--- config.mk ---
export PLATFORM = sky130hd
export DESIGN_NAME = pixel_pack_fifo_flat
export DESIGN_NICKNAME = d
export VERILOG_FILES = /design/src/rtl/pixel_pack_pkg.sv /design/src/rtl/pixel_pack_fifo_if.sv /design/src/rtl/sync_fifo_fwft.sv /design/src/rtl/pixel_pack_fifo.sv /design/src/flat_wrapper.sv
export SDC_FILE = /design/constraint.sdc
export NUM_CORES = 1
export LEC_CHECK = 0
export BUFFER_PORTS_ARGS = -buffer_cell sky130_fd_sc_hd__buf_2
export CORE_MARGIN = 5
export CORE_UTILIZATION = 45
export CTS_BUF_LIST = sky130_fd_sc_hd__clkbuf_16
export CTS_CLUSTER_DIAMETER = 200
export DETAILED_ROUTE_END_ITERATION = 8
export SYNTH_ARGS = -nofsm -noshare
export SYNTH_HDL_FRONTEND = slang
export SYNTH_SLANG_ARGS = --single-unit
--- constraint.sdc ---
create_clock -name clk -period 2.25 [get_ports clk]
set_input_delay 0.225 -clock clk [delete_from_list [all_inputs] [get_ports clk]]
set_output_delay 0.225 -clock clk [all_outputs]
set_load 0.005 [all_outputs]
--- src/rtl/pixel_pack_pkg.sv ---
// ---------------------------------------------------------------------------
// pixel_pack_pkg
// Shared constants and helpers for the pixel packer:
//   PIX_W          - bits per pixel (fixed at 4)
//   WORD_W         - packed byte width (two pixels)
//   FIRST_PIX_HIGH - nibble order: first pixel of a pair in the high nibble
//   level_width()  - width of an occupancy counter able to hold 0..depth
//   pack_pair()    - assemble a byte from two pixels in the chosen order
// ---------------------------------------------------------------------------
package pixel_pack_pkg;

    localparam int PIX_W          = 4;
    localparam int WORD_W         = 2 * PIX_W;
    localparam int FIRST_PIX_HIGH = 1;

    function automatic int level_width(input int depth);
        return $clog2(depth + 1);
    endfunction

    function automatic logic [WORD_W-1:0] pack_pair(input logic [PIX_W-1:0] first_pix,
                                                    input logic [PIX_W-1:0] second_pix);
        if (FIRST_PIX_HIGH != 0) begin
            return {first_pix, second_pix};
        end
        return {second_pix, first_pix};
    endfunction

endpackage

--- src/rtl/pixel_pack_fifo_if.sv ---
// ---------------------------------------------------------------------------
// pixel_pack_fifo_if
// Bundles the pixel-side and framebuffer-side handshakes of pixel_pack_fifo.
//   flush                          - synchronous frame-start clear
//   pix_valid/pix_data/pix_last    - pixel stream from the engine
//   pix_ready                      - packer can take a pixel this cycle
//   word_valid/word_data/word_ack  - packed-byte stream to the framebuffer
//   level                          - bytes held in the FIFO
//   overflow                       - sticky dropped-pixel flag
// Optional (PIXEL_PACK_FRAME_CNT_EN): frame_pixels, frame_done.
// Modports: slave = the packer itself, master = the surrounding system.
// ---------------------------------------------------------------------------
interface pixel_pack_fifo_if #(
    parameter int DEPTH = 4
);
    import pixel_pack_pkg::*;

    localparam int LVL_W = level_width(DEPTH);

    logic              flush;
    logic              pix_valid;
    logic [PIX_W-1:0]  pix_data;
    logic              pix_last;
    logic              pix_ready;
    logic              word_valid;
    logic [WORD_W-1:0] word_data;
    logic              word_ack;
    logic [LVL_W-1:0]  level;
    logic              overflow;
`ifdef PIXEL_PACK_FRAME_CNT_EN
    logic [15:0]       frame_pixels;
    logic              frame_done;
`endif

    modport slave (
        input  flush, pix_valid, pix_data, pix_last, word_ack,
`ifdef PIXEL_PACK_FRAME_CNT_EN
        output frame_pixels, frame_done,
`endif
        output pix_ready, word_valid, word_data, level, overflow
    );

    modport master (
        output flush, pix_valid, pix_data, pix_last, word_ack,
`ifdef PIXEL_PACK_FRAME_CNT_EN
        input  frame_pixels, frame_done,
`endif
        input  pix_ready, word_valid, word_data, level, overflow
    );

endinterface

--- src/rtl/sync_fifo_fwft.sv ---
// ---------------------------------------------------------------------------
// sync_fifo_fwft
// Generic first-word-fall-through FIFO. The head entry is always visible on
// o_rdata; occupancy is tracked by a level counter and full/empty derive
// from it, so pointers wrap freely modulo DEPTH (DEPTH is a power of two).
// Ports:
//   clk, rst_n  - clock, asynchronous active-low reset
//   i_clear     - synchronous clear, overrides push and pop
//   i_push      - write i_wdata (ignored when full)
//   i_pop       - drop head entry (ignored when empty)
//   o_rdata     - head entry
//   o_level     - entries held
//   o_full/o_empty
// ---------------------------------------------------------------------------
module sync_fifo_fwft
    import pixel_pack_pkg::*;
#(
    parameter  int WIDTH = 8,
    parameter  int DEPTH = 4,
    localparam int PTR_W = $clog2(DEPTH),
    localparam int LVL_W = level_width(DEPTH)
) (
    input  logic             clk,
    input  logic             rst_n,
    input  logic             i_clear,
    input  logic             i_push,
    input  logic [WIDTH-1:0] i_wdata,
    input  logic             i_pop,
    output logic [WIDTH-1:0] o_rdata,
    output logic [LVL_W-1:0] o_level,
    output logic             o_full,
    output logic             o_empty
);

    logic [WIDTH-1:0] r_mem [DEPTH];
    logic [PTR_W-1:0] r_wr_ptr;
    logic [PTR_W-1:0] r_rd_ptr;
    logic [LVL_W-1:0] r_level;

    logic w_full;
    logic w_empty;
    logic w_push;
    logic w_pop;

    assign w_full  = (r_level == LVL_W'(DEPTH));
    assign w_empty = (r_level == '0);
    assign w_push  = i_push && !w_full && !i_clear;
    assign w_pop   = i_pop && !w_empty && !i_clear;

    // Storage is reset so the head reads as zero out of reset.
    always_ff @(posedge clk or negedge rst_n) begin
        if (!rst_n) begin
            for (int i = 0; i < DEPTH; i++) begin
                r_mem[i] <= '0;
            end
        end else if (w_push) begin
            r_mem[r_wr_ptr] <= i_wdata;
        end
    end

    always_ff @(posedge clk or negedge rst_n) begin
        if (!rst_n) begin
            r_wr_ptr <= '0;
            r_rd_ptr <= '0;
            r_level  <= '0;
        end else if (i_clear) begin
            r_wr_ptr <= '0;
            r_rd_ptr <= '0;
            r_level  <= '0;
        end else begin
            if (w_push) begin
                r_wr_ptr <= r_wr_ptr + PTR_W'(1);
            end
            if (w_pop) begin
                r_rd_ptr <= r_rd_ptr + PTR_W'(1);
            end
            case ({w_push, w_pop})
                2'b10:   r_level <= r_level + LVL_W'(1);
                2'b01:   r_level <= r_level - LVL_W'(1);
                default: r_level <= r_level;
            endcase
        end
    end

    assign o_rdata = r_mem[r_rd_ptr];
    assign o_level = r_level;
    assign o_full  = w_full;
    assign o_empty = w_empty;

endmodule

--- src/rtl/pixel_pack_fifo.sv ---
// ---------------------------------------------------------------------------
// pixel_pack_fifo
// Packs 4-bit pixel iteration counts two per byte (first pixel in the high
// nibble) and buffers the bytes in a FWFT FIFO for the framebuffer port.
// Ports:
//   clk    - system clock
//   rst_n  - asynchronous active-low reset
//   bus    - pixel_pack_fifo_if.slave: pixel stream in, byte stream out,
//            flush, level and sticky overflow
// Build option: define PIXEL_PACK_FRAME_CNT_EN to add frame_pixels (accepted
// pixels since flush/reset, saturating) and frame_done (pulse the cycle
// after the last pixel of a frame is accepted).
// ---------------------------------------------------------------------------
module pixel_pack_fifo
    import pixel_pack_pkg::*;
#(
    parameter  int DEPTH = 4,
    localparam int LVL_W = level_width(DEPTH)
) (
    input  logic              clk,
    input  logic              rst_n,
    pixel_pack_fifo_if.slave  bus
);

    logic             r_half;
    logic [PIX_W-1:0] r_pend;
    logic             r_overflow;

    logic              w_pix_ready;
    logic              w_accept;
    logic              w_push;
    logic [WORD_W-1:0] w_word;
    logic              w_lost_last;
    logic              w_fifo_full;
    logic              w_fifo_empty;
    logic [LVL_W-1:0]  w_level;
    logic [WORD_W-1:0] w_head;

    // A first nibble only needs the half-slot, so it is taken even when the
    // FIFO is full. Registered state only: a same-cycle pop frees nothing.
    assign w_pix_ready = !r_half || !w_fifo_full;
    assign w_accept    = bus.pix_valid && w_pix_ready;

    always_comb begin
        w_push = 1'b0;
        w_word = pack_pair(r_pend, bus.pix_data);
        if (w_accept) begin
            if (r_half) begin
                w_push = 1'b1;
            end else if (bus.pix_last) begin
                w_push = 1'b1;
                w_word = pack_pair(bus.pix_data, {PIX_W{1'b0}});
            end
        end
    end

    // An odd final pixel arriving with the FIFO full has nowhere to go; it
    // is lost and flagged like any other dropped pixel.
    assign w_lost_last = w_accept && !r_half && bus.pix_last && w_fifo_full;

    always_ff @(posedge clk or negedge rst_n) begin
        if (!rst_n) begin
            r_half     <= 1'b0;
            r_pend     <= '0;
            r_overflow <= 1'b0;
        end else if (bus.flush) begin
            r_half     <= 1'b0;
            r_pend     <= '0;
            r_overflow <= 1'b0;
        end else begin
            if (w_accept) begin
                if (r_half) begin
                    r_half <= 1'b0;
                end else if (!bus.pix_last) begin
                    r_half <= 1'b1;
                    r_pend <= bus.pix_data;
                end
            end
            if ((bus.pix_valid && !w_pix_ready) || w_lost_last) begin
                r_overflow <= 1'b1;
            end
        end
    end

    sync_fifo_fwft #(
        .WIDTH (WORD_W),
        .DEPTH (DEPTH)
    ) u_fifo (
        .clk     (clk),
        .rst_n   (rst_n),
        .i_clear (bus.flush),
        .i_push  (w_push),
        .i_wdata (w_word),
        .i_pop   (bus.word_ack),
        .o_rdata (w_head),
        .o_level (w_level),
        .o_full  (w_fifo_full),
        .o_empty (w_fifo_empty)
    );

    assign bus.pix_ready  = w_pix_ready;
    assign bus.word_valid = !w_fifo_empty;
    assign bus.word_data  = w_head;
    assign bus.level      = w_level;
    assign bus.overflow   = r_overflow;

`ifdef PIXEL_PACK_FRAME_CNT_EN
    logic [15:0] r_frame_pixels;
    logic        r_frame_done;

    always_ff @(posedge clk or negedge rst_n) begin
        if (!rst_n) begin
            r_frame_pixels <= '0;
            r_frame_done   <= 1'b0;
        end else if (bus.flush) begin
            r_frame_pixels <= '0;
            r_frame_done   <= 1'b0;
        end else begin
            if (w_accept && (r_frame_pixels != 16'hFFFF)) begin
                r_frame_pixels <= r_frame_pixels + 16'd1;
            end
            r_frame_done <= w_accept && bus.pix_last;
        end
    end

    assign bus.frame_pixels = r_frame_pixels;
    assign bus.frame_done   = r_frame_done;
`endif

endmodule

--- src/flat_wrapper.sv ---
// flat-port wrapper written by rule: the top's interface ports become plain ports
module pixel_pack_fifo_flat import pixel_pack_pkg::*;
#(
    parameter  int DEPTH = 4,
    localparam int LVL_W = level_width(DEPTH)
)
  (clk, rst_n, bus_flush, bus_pix_valid, bus_pix_data, bus_pix_last, bus_word_ack, bus_pix_ready, bus_word_valid, bus_word_data, bus_level, bus_overflow);
  pixel_pack_fifo_if #(.DEPTH(DEPTH)) bus_i ();
  input  logic clk;
  input  logic rst_n;
  input wire logic [$bits(bus_i.flush)-1:0] bus_flush;
  input wire logic [$bits(bus_i.pix_valid)-1:0] bus_pix_valid;
  input wire logic [$bits(bus_i.pix_data)-1:0] bus_pix_data;
  input wire logic [$bits(bus_i.pix_last)-1:0] bus_pix_last;
  input wire logic [$bits(bus_i.word_ack)-1:0] bus_word_ack;
  output wire logic [$bits(bus_i.pix_ready)-1:0] bus_pix_ready;
  output wire logic [$bits(bus_i.word_valid)-1:0] bus_word_valid;
  output wire logic [$bits(bus_i.word_data)-1:0] bus_word_data;
  output wire logic [$bits(bus_i.level)-1:0] bus_level;
  output wire logic [$bits(bus_i.overflow)-1:0] bus_overflow;
  assign bus_i.flush = bus_flush;
  assign bus_i.pix_valid = bus_pix_valid;
  assign bus_i.pix_data = bus_pix_data;
  assign bus_i.pix_last = bus_pix_last;
  assign bus_i.word_ack = bus_word_ack;
  assign bus_pix_ready = bus_i.pix_ready;
  assign bus_word_valid = bus_i.word_valid;
  assign bus_word_data = bus_i.word_data;
  assign bus_level = bus_i.level;
  assign bus_overflow = bus_i.overflow;
  pixel_pack_fifo #(.DEPTH(DEPTH)) u_core (.clk(clk), .rst_n(rst_n), .bus(bus_i));
endmodule
* Word-level counts from Yosys, hierarchy flattened
Index checks and enable logic that the tools add are counted.
Storage, ports and cells: register bits 45, input port bits 10, output and inout bits 14, logic and storage cells 80
Operators by class: $add $sub $neg 4, magnitude comparators 3, equality and inequality tests 5, multiplexer cells 32, bitwise gates (word level) 2, reduce and logical (&&, ||, !) cells 24
Operators with widths (count):
- 8-bit 2-to-1 mux | 7
- 32-bit bitwise mux | 1
- 8-bit binary-select mux with 2-bit select | 1
- 8-bit demux with 2-bit select | 1
- 4-bit 2-to-1 mux | 4
- 1-bit 2-to-1 mux | 12
- 1-bit logical AND | 10
- 2-bit 2-to-1 mux | 4
- 2-bit nonzero test | 4
- 3-bit >= comparator (second input constant) | 2
- 2-bit NOT with 3-bit output | 2
- 3-bit one-hot mux with 2 select lines | 1
- 1-bit logical NOT | 5
- 2-bit by 1-bit adder with 2-bit output (second input constant) | 2
- 2-bit != test (second input constant) | 2
- 3-bit by 1-bit adder with 3-bit output (second input constant) | 1
- 3-bit equality test (second input constant) | 1
- 3-bit logical NOT | 1
- 3-bit by 1-bit less-than comparator with 1-bit output (second input constant) | 1
- 3-bit 2-to-1 mux | 1
- 3-bit AND reduction | 1
- 3-bit nonzero test | 1
- 3-bit by 1-bit subtractor with 3-bit output (second input constant) | 1
- 2-bit by 1-bit equality test with 1-bit output (second input constant) | 1
- 2 further kinds | 3

* Depth between registers and ports, before layout
depth in word-level cells 10, gate-level depth with buffers 7, gate-level depth less buffers 7

* Modules after synthesis
Synthesis repeated with hierarchy kept, for this count alone.
Unflattened totals: cells, all modules 179, area total of the unflattened synthesis 2367.3 um^2
Modules (own cells, without submodules):
- sync_fifo_fwft | instances 1, cells an instance 144, area an instance 2000.7 um^2, sequential area each 975.9 um^2
- pixel_pack_fifo | instances 1, cells an instance 35, area an instance 366.6 um^2, sequential area each 150.1 um^2

* Least setup slack after synthesis
No wires, ideal clock.
path type reg2reg, start register u_core.u_fifo.r_level[0] (netlist: u_core.u_fifo.o_level[0]), end register u_core.u_fifo.r_level[2] (netlist: u_core.u_fifo.o_level[2]), setup time 82 ps, arrival 1961 ps, data required time 2168 ps, slack 207 ps, stages on the path, launching flop included 8, path buffers 0, period minus slack after synthesis 2043 ps, cells stage by stage dfrtp_1 nor3b_1 nor2_1 nor3_1 fa_1 nand2_1 or3_2 a31oi_1
On the way: cells in the longest elaborated chain, start to end 10, elaborated cells between the ends (all ways) 18, classes of those cells add/sub: 2; eq/ne: 3; mux: 3; reduce/logical: 10
RTL lines:
- start, declared | line sync_fifo_fwft.sv:38 | logic [LVL_W-1:0] r_level;
- start signal, assigned | line sync_fifo_fwft.sv:78 | 2'b10: r_level <= r_level + LVL_W'(1);
- start signal, assigned | line sync_fifo_fwft.sv:79 | 2'b01: r_level <= r_level - LVL_W'(1);
- start signal, assigned | line sync_fifo_fwft.sv:80 | default: r_level <= r_level;
- 3-bit equality test | line sync_fifo_fwft.sv:45 | assign w_full = (r_level == LVL_W'(DEPTH));
- 1-bit logical NOT | line sync_fifo_fwft.sv:47, pixel_pack_fifo.sv:41
- 1-bit logical OR | line pixel_pack_fifo.sv:41 | assign w_pix_ready = !r_half || !w_fifo_full;
- 1-bit logical AND | line pixel_pack_fifo.sv:42 | assign w_accept = bus.pix_valid && w_pix_ready;
- 1-bit 2-to-1 mux | line pixel_pack_fifo.sv:47 | if (w_accept) begin
- 1-bit logical AND (2 in series) | line sync_fifo_fwft.sv:47 | assign w_push = i_push && !w_full && !i_clear;
- 2-bit by 1-bit equality test with 1-bit output or 2-bit equality test (tied branches) | line sync_fifo_fwft.sv:77 | case ({w_push, w_pop})
- 3-bit one-hot mux with 2 select lines | line sync_fifo_fwft.sv:77
- 3-bit 2-to-1 mux | line sync_fifo_fwft.sv:66 | end else if (i_clear) begin
Several ways; a longest one is shown, not always the timed one. A chain may end at the register's enable or synchronous reset.

* Worst setup path after layout
Same ends and word-level chain as after synthesis.

==> flow_summary.ini <==
[floorplan]
die_y_um = 80.6
start_util_pct = 46.9
rows = 25
die_area_mm2 = 0.00650
core_mm2 = 0.00479
pin_count = 24
die_x_um = 80.6

[power]
p_leak_nw = 1.29
p_per_area_mw_per_mm2 = 973
ir_drop_mv = 0.507
finalPower_mw = 2.61

[worst_setup_path]
reg2reg_slack_ns = 0.18
r2r_end = u_core.u_fifo.o_level[2]
worstSetupStartpointType = flip-flop
criticalPathCategory = flip-flop to flip-flop
rr_worst_depth = 7
arrival_ns = 2.27
crit_end = u_core.u_fifo.o_level[2]
rr_startpoint = u_core.u_fifo.o_level[0]
cp-end-kind = flip-flop
critPathLaunch = u_core.u_fifo.o_level[0]
required_ns = 2.45
cp_max_fo = 8

[sta]
tightest_slew_ns = 0.623
fmax_ghz = 0.484
clock_skew_ns = 0.00502
drv_slew = 0
setup_tns_ns = 0
layout_min_cycle_time_ns = 2.07
rsz0062_at_grt = no
slew-limit-headroom_pct = 58.5
period_share_pct = 91.9
hold_viol_final = 0
final-setup-viol-count = 0
worst_hold_slack_ns = 0.228

[clock_tree]
htreeDepth = 2
path_clk_slew_ns = 0.06
worstSkewPairLatency_ns = 0.28
clkSinkCount = 45
cts_buffers = 5
cts_tree = done
cts.path.max_buffers = 2
post_cts_buffers = 0
cts-root-buf = clkbuf_16

[global_routing]
groute.usage.overall_pct = 16.9
antenna_found_initial = 0
grt-ovfl-total = 0
grt_pass1_vias = 1589
grt_pass1_wl_um = 8090
grt_max_degree = 37

[final_layout]
post-route-util_pct = 56.1
fin_nets = 215
drive_gt1_share_pct = 49.8
mostFrequentLayoutCell = dfrtp_1
fin_area_mm2 = 0.00269
diodes = 0
final_cell_mix = dfrtp_1, mux2_2, buf_2
fill_cells = 414
syn2layout_area_growth_pct = 19.7

[detailed_routing]
ant_nets = 0
firstDrtPassIters = 4
drc = 0
wl_per_cell_um = 17.3
vias = 1402
drtIter0Drc = 23
wl_met3_um = 120
met1_length_um = 2010
dr.max_layer_used = met4
via_per_inst = 5.23
drt-total-wl_um = 4650
met2WireLength_um = 2480

[placed_design]
gp_congestion = 0.849
dp_hpwl_um = 3530
io_buffers = 23
place_area_mm2 = 0.00253

[min_path]
holdCritPathClass = input pin to flip-flop

[logic_synthesis]
ys_types = 36
avgSynthCellArea_um2 = 14.1
synth_area_leaders = dfrtp_1, mux2_2, mux4_2
seq_area_frac_synth_pct = 50.2
synth_seq_cells = 45
yosysTopAreaCell = dfrtp_1
syn-instance-count = 159
synth_area_mm2 = 0.00224
yosys_warnings = 0
synth-async-reset-ratio_pct = 100
ys.flop_type = dfrtp_1
synth_top_area_share_pct = 50.2
synth_edf_count = 0
synth.net_count = 174

[run_status]
status = finished clean

[flow_run]
drv_cap = 0
-- per-stage QoR --
| stage | instances | setup WS [ns] |
|---|---|---|
| 2_1_floorplan | 159 | 0.207 |
| 3_3_place_gp | 259 | 0.244 |
| 3_5_place_dp | 259 | 0.114 |
| 4_1_cts | 268 | 0.0886 |
| 5_1_grt | 268 | 0.0279 |
| 6_report | 268 | 0.183 |
-- worst max-delay path, cell delays in order (launching register included) --
cell	delay [ns]
dfrtp_1	0.47
nor3b_2	0.25
nor2_1	0.11
nor3_1	0.21
fa_1	0.29
nand2_1	0.08
or3_2	0.42
a31oi_1	0.16
-- where the power goes --
| group | internal [mW] | switching [mW] | leakage (nW) |
|---|---|---|---|
| combinational | 0.470 | 0.291 | 0.609 |
| clock | 0.407 | 0.284 | 0.0712 |
| sequential | 0.984 | 0.175 | 0.605 |
-- synthesized netlist by cell type, types with 2 or more instances --
| library cell | instances |
|---|---|
| nand2b_1 | 2 |
| o21ai_0 | 4 |
| mux2i_1 | 5 |
| dfrtp_1 | 45 |
| mux2_2 | 36 |
| ha_1 | 4 |
| a21oi_1 | 3 |
| nand2_1 | 6 |
| mux4_2 | 8 |
| xor2_1 | 2 |
| and2_1 | 4 |
| nor3_1 | 2 |
| nor2_1 | 11 |
| nor3b_4 | 4 |
| inv_1 | 2 |
-- routing by layer --
layer  up-vias  global-route usage, %
li1        658                      -
met1       728                   20.7
met2        14                   29.5
met3         2                   3.70
met4         0                   5.07
met5         -                      0
-- sequential cells by signal, indices dropped and copies added, names as in the netlist --
name and count:
u_core.u_fifo.o_level 3, u_core.r_half 1, u_core.u_fifo.r_mem 32, u_core.bus.overflow 1
u_core.u_fifo.r_wr_ptr 2, u_core.u_fifo.r_rd_ptr 2, u_core.r_pend 4
-- cells by family after synthesis --
kind of cell    share of synthesized area (%)
flops                                    50.2
mux                                      29.0
buf+inv                                  1.23
xor+xnor                                 1.90
fa+ha+maj                                3.12
simple gates                             12.0
compound gates                           2.51
-- timing repair --
item / in CTS / in global routing
endpoints found under the hold margin: 9 / 0
endpoints found under the setup margin: 0 / 1
gates resized for setup: 0 / 1
hold buffers: 1 / 0
-- layout make-up --
cell class / instances / area, µm² / share of cell area [%]
flip-flops and latches: 45 / 1130 / 41.9
multi-input cells: 108 / 1090 / 40.8
repair buffers: 38 / 230 / 8.57
clock buffers: 5 / 125 / 4.66
well taps: 67 / 83.8 / 3.12
clock inverters: 3 / 17.5 / 0.652
inverters: 2 / 7.51 / 0.280
-- how the worst min path moves through the flow --
stage | from | end | cells past startpoint
final | bus_pix_data[0] | u_core.r_pend[0] | 3
after CTS | bus_pix_data[0] | u_core.r_pend[0] | 3
after detailed placement | rst_n | u_core.u_fifo.r_mem[27] | 1
after global placement | rst_n | u_core.u_fifo.r_mem[27] | 1
after global routing | bus_pix_data[0] | u_core.r_pend[0] | 3
after floorplan | rst_n | u_core.bus.overflow | 0
Power figures use the tool's default switching activity.
